<file path="src/rtl/uint32_kbd_if.sv">
// ---------------------------------------------------------------------------
// uint32_kbd_if
// Signal bundle between the hex keypad scanner and its surroundings (key
// matrix, display, MCS-51 core).
//   rows    4  matrix row sense, active-high, asynchronous to the clock
//   clr     1  synchronous clear of the entry register
//   cols    4  one-hot column strobe, active-high
//   key     4  code of the last accepted key
//   key_stb 1  one-cycle pulse per accepted key
//   data   32  entry register, newest key in [3:0]
// slave  : the scanner side (drives cols/key/key_stb/data).
// master : the environment side (drives rows/clr).
// ---------------------------------------------------------------------------
interface uint32_kbd_if;
  logic [3:0]  rows;
  logic        clr;
  logic [3:0]  cols;
  logic [3:0]  key;
  logic        key_stb;
  logic [31:0] data;

  modport slave (
    input  rows, clr,
    output cols, key, key_stb, data
  );

  modport master (
    output rows, clr,
    input  cols, key, key_stb, data
  );
endinterface

</file>
<file path="src/rtl/uint32_kbd.sv">
// ---------------------------------------------------------------------------
// uint32_kbd
// 4x4 hex keypad scanner. Strobes one column at a time, snapshots the rows at
// the end of each column dwell, debounces whole-matrix scans and turns each
// clean single-key press into a 4-bit code that is shifted into a 32-bit
// entry register.
// Parameters:
//   SCAN_DIV  clocks each column stays strobed (>= 4)
//   DEBOUNCE  identical complete scans needed to accept a new state (>= 1)
// Ports:
//   CLK   system clock, rising edge
//   nRST  asynchronous active-low reset
//   bus   uint32_kbd_if.slave (rows, clr in; cols, key, key_stb, data out)
// ---------------------------------------------------------------------------
module uint32_kbd #(
  parameter int SCAN_DIV = 1024,
  parameter int DEBOUNCE = 4
) (
  input logic          CLK,
  input logic          nRST,
  uint32_kbd_if.slave  bus
);

  localparam int DW = (SCAN_DIV > 1) ? $clog2(SCAN_DIV) : 1;
  localparam int SW = $clog2(DEBOUNCE + 1);
  localparam logic [DW-1:0] DWELL_LAST = DW'(SCAN_DIV - 1);
  localparam logic [SW-1:0] STABLE_MAX = SW'(DEBOUNCE);
  localparam logic [SW-1:0] STABLE_LD  = SW'(DEBOUNCE - 1);

  typedef enum logic [1:0] {
    RELEASED = 2'd0,
    PRESSED  = 2'd1,
    LOCKED   = 2'd2
  } state_t;

  // Scan timing. 'run' holds the strobe off for the reset cycle so that the
  // first edge after reset release shows column 0 for a full dwell.
  logic          run;
  logic [1:0]    col_idx;
  logic [DW-1:0] dwell;

  // Row synchronizer and scan bookkeeping.
  logic [3:0]    rows_s1, rows_s2;
  logic [15:0]   snap, prev;
  logic [SW-1:0] stable;
  state_t        state_q, state_d;

  logic [3:0]    key_q;
  logic          stb_q;
  logic [31:0]   data_q;

  // Combinational helpers.
  logic          dwell_end, scan_end, same, deb_load, accept;
  logic [15:0]   snap_new;
  logic [4:0]    ones;
  logic [3:0]    code;

  assign bus.cols    = run ? (4'b0001 << col_idx) : 4'b0000;
  assign bus.key     = key_q;
  assign bus.key_stb = stb_q;
  assign bus.data    = data_q;

  // NOTE: every combinational output gets a default before any branch;
  // a path that leaves a variable unassigned would infer a latch.
  always_comb begin
    dwell_end = run && (dwell == DWELL_LAST);
    scan_end  = dwell_end && (col_idx == 2'd3);
    snap_new  = snap;
    snap_new[{col_idx, 2'b00} +: 4] = rows_s2;
    same      = (snap_new == prev);
    deb_load  = scan_end && same && (stable >= STABLE_LD);
    // Population count and code of the highest set bit; the code is only
    // used when exactly one bit is set.
    ones = 5'd0;
    code = 4'd0;
    for (int i = 0; i < 16; i++) begin
      if (snap_new[i]) begin
        ones = ones + 5'd1;
        code = 4'(i);
      end
    end
  end

  // The FSM consumes the debounced state in the cycle it is loaded, so no
  // separate debounced register is kept.
  always_comb begin
    state_d = state_q;
    accept  = 1'b0;
    if (deb_load) begin
      case (state_q)
        RELEASED: begin
          if (ones == 5'd1) begin
            state_d = PRESSED;
            accept  = 1'b1;
          end else if (ones >= 5'd2) begin
            state_d = LOCKED;
          end
        end
        PRESSED: begin
          if (ones >= 5'd2)      state_d = LOCKED;
          else if (ones == 5'd0) state_d = RELEASED;
        end
        LOCKED: begin
          if (ones == 5'd0) state_d = RELEASED;
        end
        default: state_d = RELEASED;
      endcase
    end
  end

  // NOTE: sequential state uses non-blocking assignments so every flop
  // samples pre-edge values regardless of statement order.
  always_ff @(posedge CLK or negedge nRST) begin
    if (!nRST) begin
      run     <= 1'b0;
      col_idx <= 2'd0;
      dwell   <= '0;
    end else begin
      run <= 1'b1;
      if (run) begin
        if (dwell == DWELL_LAST) begin
          dwell   <= '0;
          col_idx <= col_idx + 2'd1;
        end else begin
          dwell <= dwell + DW'(1);
        end
      end
    end
  end

  // Two-flop synchronizer: rows come straight from the switch matrix.
  always_ff @(posedge CLK or negedge nRST) begin
    if (!nRST) begin
      rows_s1 <= 4'd0;
      rows_s2 <= 4'd0;
    end else begin
      rows_s1 <= bus.rows;
      rows_s2 <= rows_s1;
    end
  end

  always_ff @(posedge CLK or negedge nRST) begin
    if (!nRST) begin
      snap    <= 16'd0;
      prev    <= 16'd0;
      stable  <= '0;
      state_q <= RELEASED;
    end else begin
      state_q <= state_d;
      if (dwell_end) snap <= snap_new;
      if (scan_end) begin
        if (same) begin
          if (stable != STABLE_MAX) stable <= stable + SW'(1);
        end else begin
          stable <= '0;
          prev   <= snap_new;
        end
      end
    end
  end

  // Key outputs and entry register. A clear that coincides with an accepted
  // key leaves just that key in the register.
  always_ff @(posedge CLK or negedge nRST) begin
    if (!nRST) begin
      key_q  <= 4'd0;
      stb_q  <= 1'b0;
      data_q <= 32'd0;
    end else begin
      stb_q <= accept;
      if (accept) begin
        key_q  <= code;
        data_q <= bus.clr ? {28'd0, code} : {data_q[27:0], code};
      end else if (bus.clr) begin
        data_q <= 32'd0;
      end
    end
  end

endmodule

</file>
<file path="src/flat_wrapper.sv">
// flat-port wrapper written by rule: the top's interface ports become plain ports
module uint32_kbd_flat 
#(
  parameter int SCAN_DIV = 1024,
  parameter int DEBOUNCE = 4
)
  (CLK, nRST, bus_rows, bus_clr, bus_cols, bus_key, bus_key_stb, bus_data);
  uint32_kbd_if bus_i ();
  input logic CLK;
  input logic nRST;
  input wire logic [$bits(bus_i.rows)-1:0] bus_rows;
  input wire logic [$bits(bus_i.clr)-1:0] bus_clr;
  output wire logic [$bits(bus_i.cols)-1:0] bus_cols;
  output wire logic [$bits(bus_i.key)-1:0] bus_key;
  output wire logic [$bits(bus_i.key_stb)-1:0] bus_key_stb;
  output wire logic [$bits(bus_i.data)-1:0] bus_data;
  assign bus_i.rows = bus_rows;
  assign bus_i.clr = bus_clr;
  assign bus_cols = bus_i.cols;
  assign bus_key = bus_i.key;
  assign bus_key_stb = bus_i.key_stb;
  assign bus_data = bus_i.data;
  uint32_kbd #(.SCAN_DIV(SCAN_DIV), .DEBOUNCE(DEBOUNCE)) u_core (.CLK(CLK), .nRST(nRST), .bus(bus_i));
endmodule
</file>
<file path="config.mk">
export PLATFORM = sky130hd
export DESIGN_NAME = uint32_kbd_flat
export DESIGN_NICKNAME = d
export VERILOG_FILES = /design/src/rtl/uint32_kbd_if.sv /design/src/rtl/uint32_kbd.sv /design/src/flat_wrapper.sv
export SDC_FILE = /design/constraint.sdc
export NUM_CORES = 1
export LEC_CHECK = 0
export CAP_MARGIN = 20
export CELL_PAD_IN_SITES_DETAIL_PLACEMENT = 0
export CELL_PAD_IN_SITES_GLOBAL_PLACEMENT = 2
export CORE_MARGIN = 2
export CORE_UTILIZATION = 40
export CTS_BUF_LIST = sky130_fd_sc_hd__clkbuf_4 sky130_fd_sc_hd__clkbuf_8 sky130_fd_sc_hd__clkbuf_16
export CTS_CLUSTER_DIAMETER = 30
export DETAILED_ROUTE_END_ITERATION = 10
export GPL_ROUTABILITY_DRIVEN = 0
export PLACE_DENSITY_LB_ADDON = 0.15
export SYNTH_ARGS = -nofsm -noshare
export SYNTH_HDL_FRONTEND = slang
export SYNTH_SLANG_ARGS = --single-unit
</file>
<file path="constraint.sdc">
create_clock -name CLK -period 29.8 [get_ports CLK]
set_clock_uncertainty 0.05 [all_clocks]
set_input_delay 2.98 -clock CLK [delete_from_list [all_inputs] [get_ports CLK]]
set_output_delay 2.98 -clock CLK [all_outputs]
set_load 0.01 [all_outputs]
</file>
# Yosys cells after proc, flatten, opt, wreduce, memory -nomap -nowiden
# Index checks and enable logic that the tools add are counted.
[totals]
regBits = 95
input_bits = 7
output_inout_bits = 41
elab_cells = 104
[op_classes]
add_sub_neg = 19
magnitude_cmp = 2
n_eq_ne = 9
n_shift = 3
muxes = 47
bitwise_logic = 1
reduce_logical = 11
[op_table]
columns = ["cell", "n"]
rows = [
  ["2-to-1 mux 32 bit", 3],
  ["2-to-1 mux 5 bit", 15],
  ["adder 5 x 1 -> 5 bit (second input constant)", 14],
  ["2-to-1 mux 4 bit", 15],
  ["bitwise mux 16 bit", 1],
  ["equality test 16 bit", 1],
  ["variable shift 4 x 6 -> 16 bit (first input constant)", 1],
  ["indexed part select 4 x 6 -> 16 bit", 1],
  ["adder 10 x 1 -> 10 bit (second input constant)", 1],
  ["equality test 10 bit (second input constant)", 1],
  ["2-to-1 mux 10 bit", 1],
  ["2-to-1 mux 2 bit", 4],
  ["AND reduction 2 bit", 4],
  ["2-to-1 mux 3 bit", 2],
  ["negation 4 -> 6 bit", 1],
  ["case mux 2 bit (3 select lines)", 1],
  ["equality test 5 x 1 -> 1 bit (second input constant)", 1],
  [">= comparator 5 x 2 -> 1 bit (second input constant)", 1],
  ["zero test 5 bit", 1],
  ["2-to-1 mux 1 bit", 5],
  ["equality test 2 bit (second input constant)", 2],
  ["logical AND 1 bit", 4],
  ["<< shifter 1 x 2 -> 4 bit (first input constant)", 1],
  ["adder 3 x 1 -> 3 bit (second input constant)", 1],
  ["other kinds (10)", 10],
]

# Logic depth before layout (Yosys ltp)
[logic_depth]
word_depth = 39
depth_mapped = 64

# Worst setup path after synthesis
# OpenSTA, ideal clock, no wires.
[synth_path]
kind = "reg2reg"
from = "register u_core.col_idx[0]"
to = "register u_core.data_q[10] (netlist: u_core.bus.data[10])"
setup_ns = 0.079
arrival_ns = 10.408
setup_slack_ns = 19.263
stages_incl_launch_ff = 63
n_path_buf = 4
path_cell_list = "dfrtp_1 > buf_4 > inv_1 > ha_1 > buf_4 > and4bb_2 > nor2_1 > ha_1 > inv_1 > a21oi_2 > nor2_1 > ha_1 > a21o_1 > o211ai_1 > inv_1 > ha_1 > nand2_1 > o21ai_0 > [... 27 more ...] > o221a_2 > ha_1 > nand2_1 > nand2_1 > ha_1 > o21ai_0 > inv_1 > ha_1 > nand2_1 > o21ai_0 > ha_1 > xnor2_1 > a22oi_1 > or2_2 > nor3_2 > buf_6 > buf_12 > mux2i_1"
[synth_between]
elab_chain_len = 39
[synth_rtl]
columns = ["item", "line", "text"]
rows = [
  ["start, declared", "uint32_kbd.sv:39", "logic [1:0] col_idx;"],
  ["start signal, assigned", "uint32_kbd.sv:123", "col_idx <= col_idx + 2'd1;"],
  ["negation 4 -> 6 bit", "uint32_kbd.sv:69", "snap_new[{col_idx, 2'b00} +: 4] = rows_s2;"],
  ["indexed part select 4 x 6 -> 16 bit / variable shift 4 x 6 -> 16 bit (equally long branches)", "uint32_kbd.sv:69", ""],
  ["bitwise mux 16 bit", "uint32_kbd.sv:69", ""],
  ["2-to-1 mux 1 bit", "uint32_kbd.sv:77", "if (snap_new[i]) begin"],
  ["adder 1 x 1 -> 2 bit", "uint32_kbd.sv:78", "ones = ones + 5'd1;"],
  ["2-to-1 mux 5 bit", "uint32_kbd.sv:77", ""],
  ["adder 5 x 1 -> 5 bit", "uint32_kbd.sv:78", ""],
  ["2-to-1 mux 5 bit", "uint32_kbd.sv:77", ""],
  ["[... 23 more ...]", "--", ""],
  ["2-to-1 mux 5 bit", "uint32_kbd.sv:77", ""],
  ["adder 5 x 1 -> 5 bit", "uint32_kbd.sv:78", ""],
  ["2-to-1 mux 5 bit", "uint32_kbd.sv:77", ""],
  ["equality test 5 x 1 -> 1 bit", "uint32_kbd.sv:92", "if (ones == 5'd1) begin"],
  ["2-to-1 mux 1 bit", "uint32_kbd.sv:92", ""],
  ["2-to-1 mux 1 bit", "uint32_kbd.sv:90", "case (state_q)"],
  ["2-to-1 mux 1 bit (*)", "uint32_kbd.sv:89", "if (deb_load) begin"],
  ["2-to-1 mux 32 bit / nonzero test 2 bit (equally long branches)", "--", ""],
  ["end signal, assigned", "uint32_kbd.sv:173", "data_q <= bus.clr ? {28'd0, code} : {data_q[27:0], code};"],
  ["end, declared", "uint32_kbd.sv:50", "logic [31:0] data_q;"],
]
# Every way passes the cells marked *; elsewhere a longest branch is shown, timed or not.
# A chain may end at the register's enable or synchronous reset.

# Final worst setup path
[layout_path]
from = "register u_core.col_idx[0]"
to = "register u_core.data_q[24] (netlist: u_core.bus.data[24])"
# Same word-level chain as after synthesis.

==> results.yml <==
clock_network:
  hold_buffers: 0
  cts_tree: "done"
  clock-sinks: 95
  clockBufferDepth: 2
  cts_made_buffers: 9
  cts_resized: 0
  htreeDepth: 3
  ctsRootBufferMaster: "clkbuf_16"
  cts.clk_slew.worst_paths_ns: 0.07
  post-cts-setup-buffers: 0
  worstSkewPairLatency_ns: 0.33
pwr:
  p_per_area_mw_per_mm2: 41.2
  max-vdd-ir-drop_uv: 34.7
  power_leakage_nw: 2.92
sta:
  setup_ws_ns: 17.57
  worst_pin_slew_ns: 0.933
  timing.final.crit_period_ns: 12.23
  finalCritPeriodShare_pct: 41.0
  hold_violations: 0
  slew_viol_final: 0
  fmax_mhz: 81.8
  rsz0062_at_grt: "false"
  fin_tns_setup_ns: 0
  setup_viol: 0
  slew_headroom_pct: 37.8
routing:
  dr.pass1.iters: 4
  top_layer: "met4"
  wl_met2_um: 6880
  post_drt_via_cell_ratio: 5.25
  drc: 0
  drt_iter0_markers: 264
  routed-wl-met3_um: 373
  vias: 4808
  wl_met1_um: 7130
  postRouteAntennaNets: 0
  wl_um: 14500
  wl_per_cell_um: 15.9
placement:
  placement.io_buffers: 47
  pre_cts_ws_ns: 17.69
  dpl.hpwl_um: 10800
  placed_area_sq_mm: 0.00692
critical_path:
  critical_path.startpoint: "u_core.col_idx[0]"
  slowest_stage: "dfrtp_1"
  end_kind: "register"
  critPathMostFrequentCell: "ha_1"
  rr_endpoint: "u_core.bus.data[24]"
  rrSetupSlack_ns: 17.57
  cp.required_ns: 30.00
  max_stage_delay_ns: 0.61
  crit_type: "register to register"
  worstPathArrival_ns: 12.43
  cp_max_fo: 36
  cp-start-kind: "register"
  reg2reg_depth: 59
  reg2reg_from: "u_core.col_idx[0]"
  crit_end: "u_core.bus.data[24]"
die:
  ios: 48
  dieWidth_um: 130
  fp.coreArea_sq_mm: 0.0153
  rows: 45
  die_y_um: 130
  initial_core_util_pct: 41.3
  dieArea_sq_mm: 0.0168
grt:
  gr-usage-all-layers_pct: 18.3
  grt-ovfl-total: 0
  grt_pass1_wl_um: 24700
  antenna_found_initial: 0
  grt_max_degree: 72
  grt_pass1_vias: 4847
layout:
  final_common_cell: "dfrtp_1"
  nNetsFinal: 728
  drive_gt1_share_pct: 8.66
  area_delta_synth_final_pct: 14.5
  antennaDiodeCount: 0
  most-common-layout-cells: "dfrtp_1 (95), nand2_1 (78), o21ai_0 (50)"
  finalInstanceArea_sq_mm: 0.00725
yosys:
  ys_types: 82
  ys_seq_area_share_pct: 37.6
  synth_ff_type: "dfrtp_1"
  netlist_instances: 662
  syn-cell-area_sq_mm: 0.00633
  syn_nets: 691
  ys_ff_latch: 95
  synth.avg_cell_area_sq_um: 9.56
  async_flop_share_pct: 100
  yosys_warnings: 0
  synth_edf_count: 0
worst_hold_path:
  hold_class: "register to register"
outcome:
  status: "complete, no violations"
flow_run:
  max_cap_violations: 0
[Yosys cell counts (4+ instances only)]
master    number  area share [%]
o22ai_1        8            0.79
nand3b_1       4            0.47
ha_1          22             4.3
nor3_1         7            0.55
nand4_1        9            0.89
and2_1         7            0.69
nor4_1         4            0.40
nand2_1       78             4.6
nand3_1       11            0.87
mux2i_1       40             6.3
o21ai_0       50             4.0
a21oi_1       17             1.3
o22a_1         5            0.69
o211ai_1       4            0.47
xnor2_1       42             5.8
buf_4          4            0.47
inv_1         28             1.7
nor3b_1        4            0.47
a31oi_1        9            0.89
buf_2          4            0.32
xor2_1        15             2.1
nand2b_1      41             4.1
clkbuf_1      14            0.83
nor2_1        31             1.8
a21oi_2        4            0.55
dfrtp_1       95              38
nor2b_1       15             1.5
and3_1         4            0.40
o21a_1         5            0.59
[registers in the layout, indices dropped and copies added, names as in the netlist]
| name | count |
|---|---|
| u_core.bus.data | 32 |
| u_core.prev | 16 |
| u_core.snap | 16 |
| u_core.dwell | 10 |
| u_core.bus.key | 4 |
| u_core.rows_s1 | 4 |
| u_core.rows_s2 | 4 |
| u_core.stable | 3 |
| u_core.col_idx | 2 |
| u_core.state_q | 2 |
| u_core.bus.key_stb | 1 |
| u_core.run | 1 |
[per-stage QoR]
stage	hold WS [ns]	instances	power [mW]	util [%]
floorplan	0.281	662	0.170	-
CTS	0.301	914	0.302	47.2
global placement	0.286	898	0.180	45.2
detailed placement	0.285	898	0.182	45.2
finish	0.299	915	0.299	47.3
global route	0.309	915	0.315	47.3
[cell families (layout without fill, tap and decap cells)]
| group | Yosys count | count (layout) | synth area share [%] |
|---|---|---|---|
| flops | 95 | 95 | 37.6 |
| simple gates | 239 | 239 | 20.5 |
| xor+xnor | 68 | 68 | 11.4 |
| buf+inv | 58 | 100 | 4.76 |
| other cells | 1 | 1 | 0.0592 |
| fa+ha+maj | 22 | 22 | 4.35 |
| mux | 42 | 42 | 6.68 |
| compound gates | 137 | 137 | 14.7 |
[power by group]
| group | leakage (nW) | internal, mW | switching, mW |
|---|---|---|---|
| clock network | 0.150 | 0.0691 | 0.0505 |
| logic | 1.48 | 0.0179 | 0.0219 |
| registers | 1.30 | 0.134 | 0.00569 |
[final cells by class]
| class | count | area, sq um |
|---|---|---|
| sequential | 95 | 2380 |
| timing repair buffer | 54 | 528 |
| clock inverter | 5 | 63.8 |
| fill | 1455 | 8070 |
| tap | 211 | 264 |
| clock buffer | 11 | 246 |
| inverter | 30 | 113 |
| multi-input combinational | 509 | 3660 |
[critical path, delay by kind of cell, from the launching register on]
| family | cells | cell delay [ns] |
|---|---|---|
| adder cells (fa/ha/maj) | 15 | 4.51 |
| AO/OA/AOI/OAI | 16 | 2.91 |
| multiplexers | 1 | 0.25 |
| flip-flops | 1 | 0.61 |
| XOR/XNOR | 1 | 0.17 |
| AND/OR/NAND/NOR | 19 | 2.51 |
| buffers and inverters | 7 | 1.10 |
[worst min-delay path by stage]
| stage | startpoint | slack, ns | end | cells past startpoint |
|---|---|---|---|---|
| after detailed placement | u_core.rows_s1[1] | 0.28 | u_core.rows_s2[1] | 0 |
| after CTS | u_core.rows_s1[1] | 0.30 | u_core.rows_s2[1] | 0 |
| after global placement | u_core.rows_s1[1] | 0.29 | u_core.rows_s2[1] | 0 |
| after floorplan | u_core.rows_s1[0] | 0.28 | u_core.rows_s2[0] | 0 |
| after global routing | u_core.rows_s1[0] | 0.31 | u_core.rows_s2[0] | 0 |
| final | u_core.rows_s1[0] | 0.30 | u_core.rows_s2[0] | 0 |
[routing by layer]
| metal | vias up | track usage, % |
|---|---|---|
| li1 | 2375 | - |
| met1 | 2344 | 25.5 |
| met2 | 77 | 30.6 |
| met3 | 12 | 2.87 |
| met4 | 0 | 3.54 |
| met5 | - | 0 |
(Power assumes the default switching activity.)
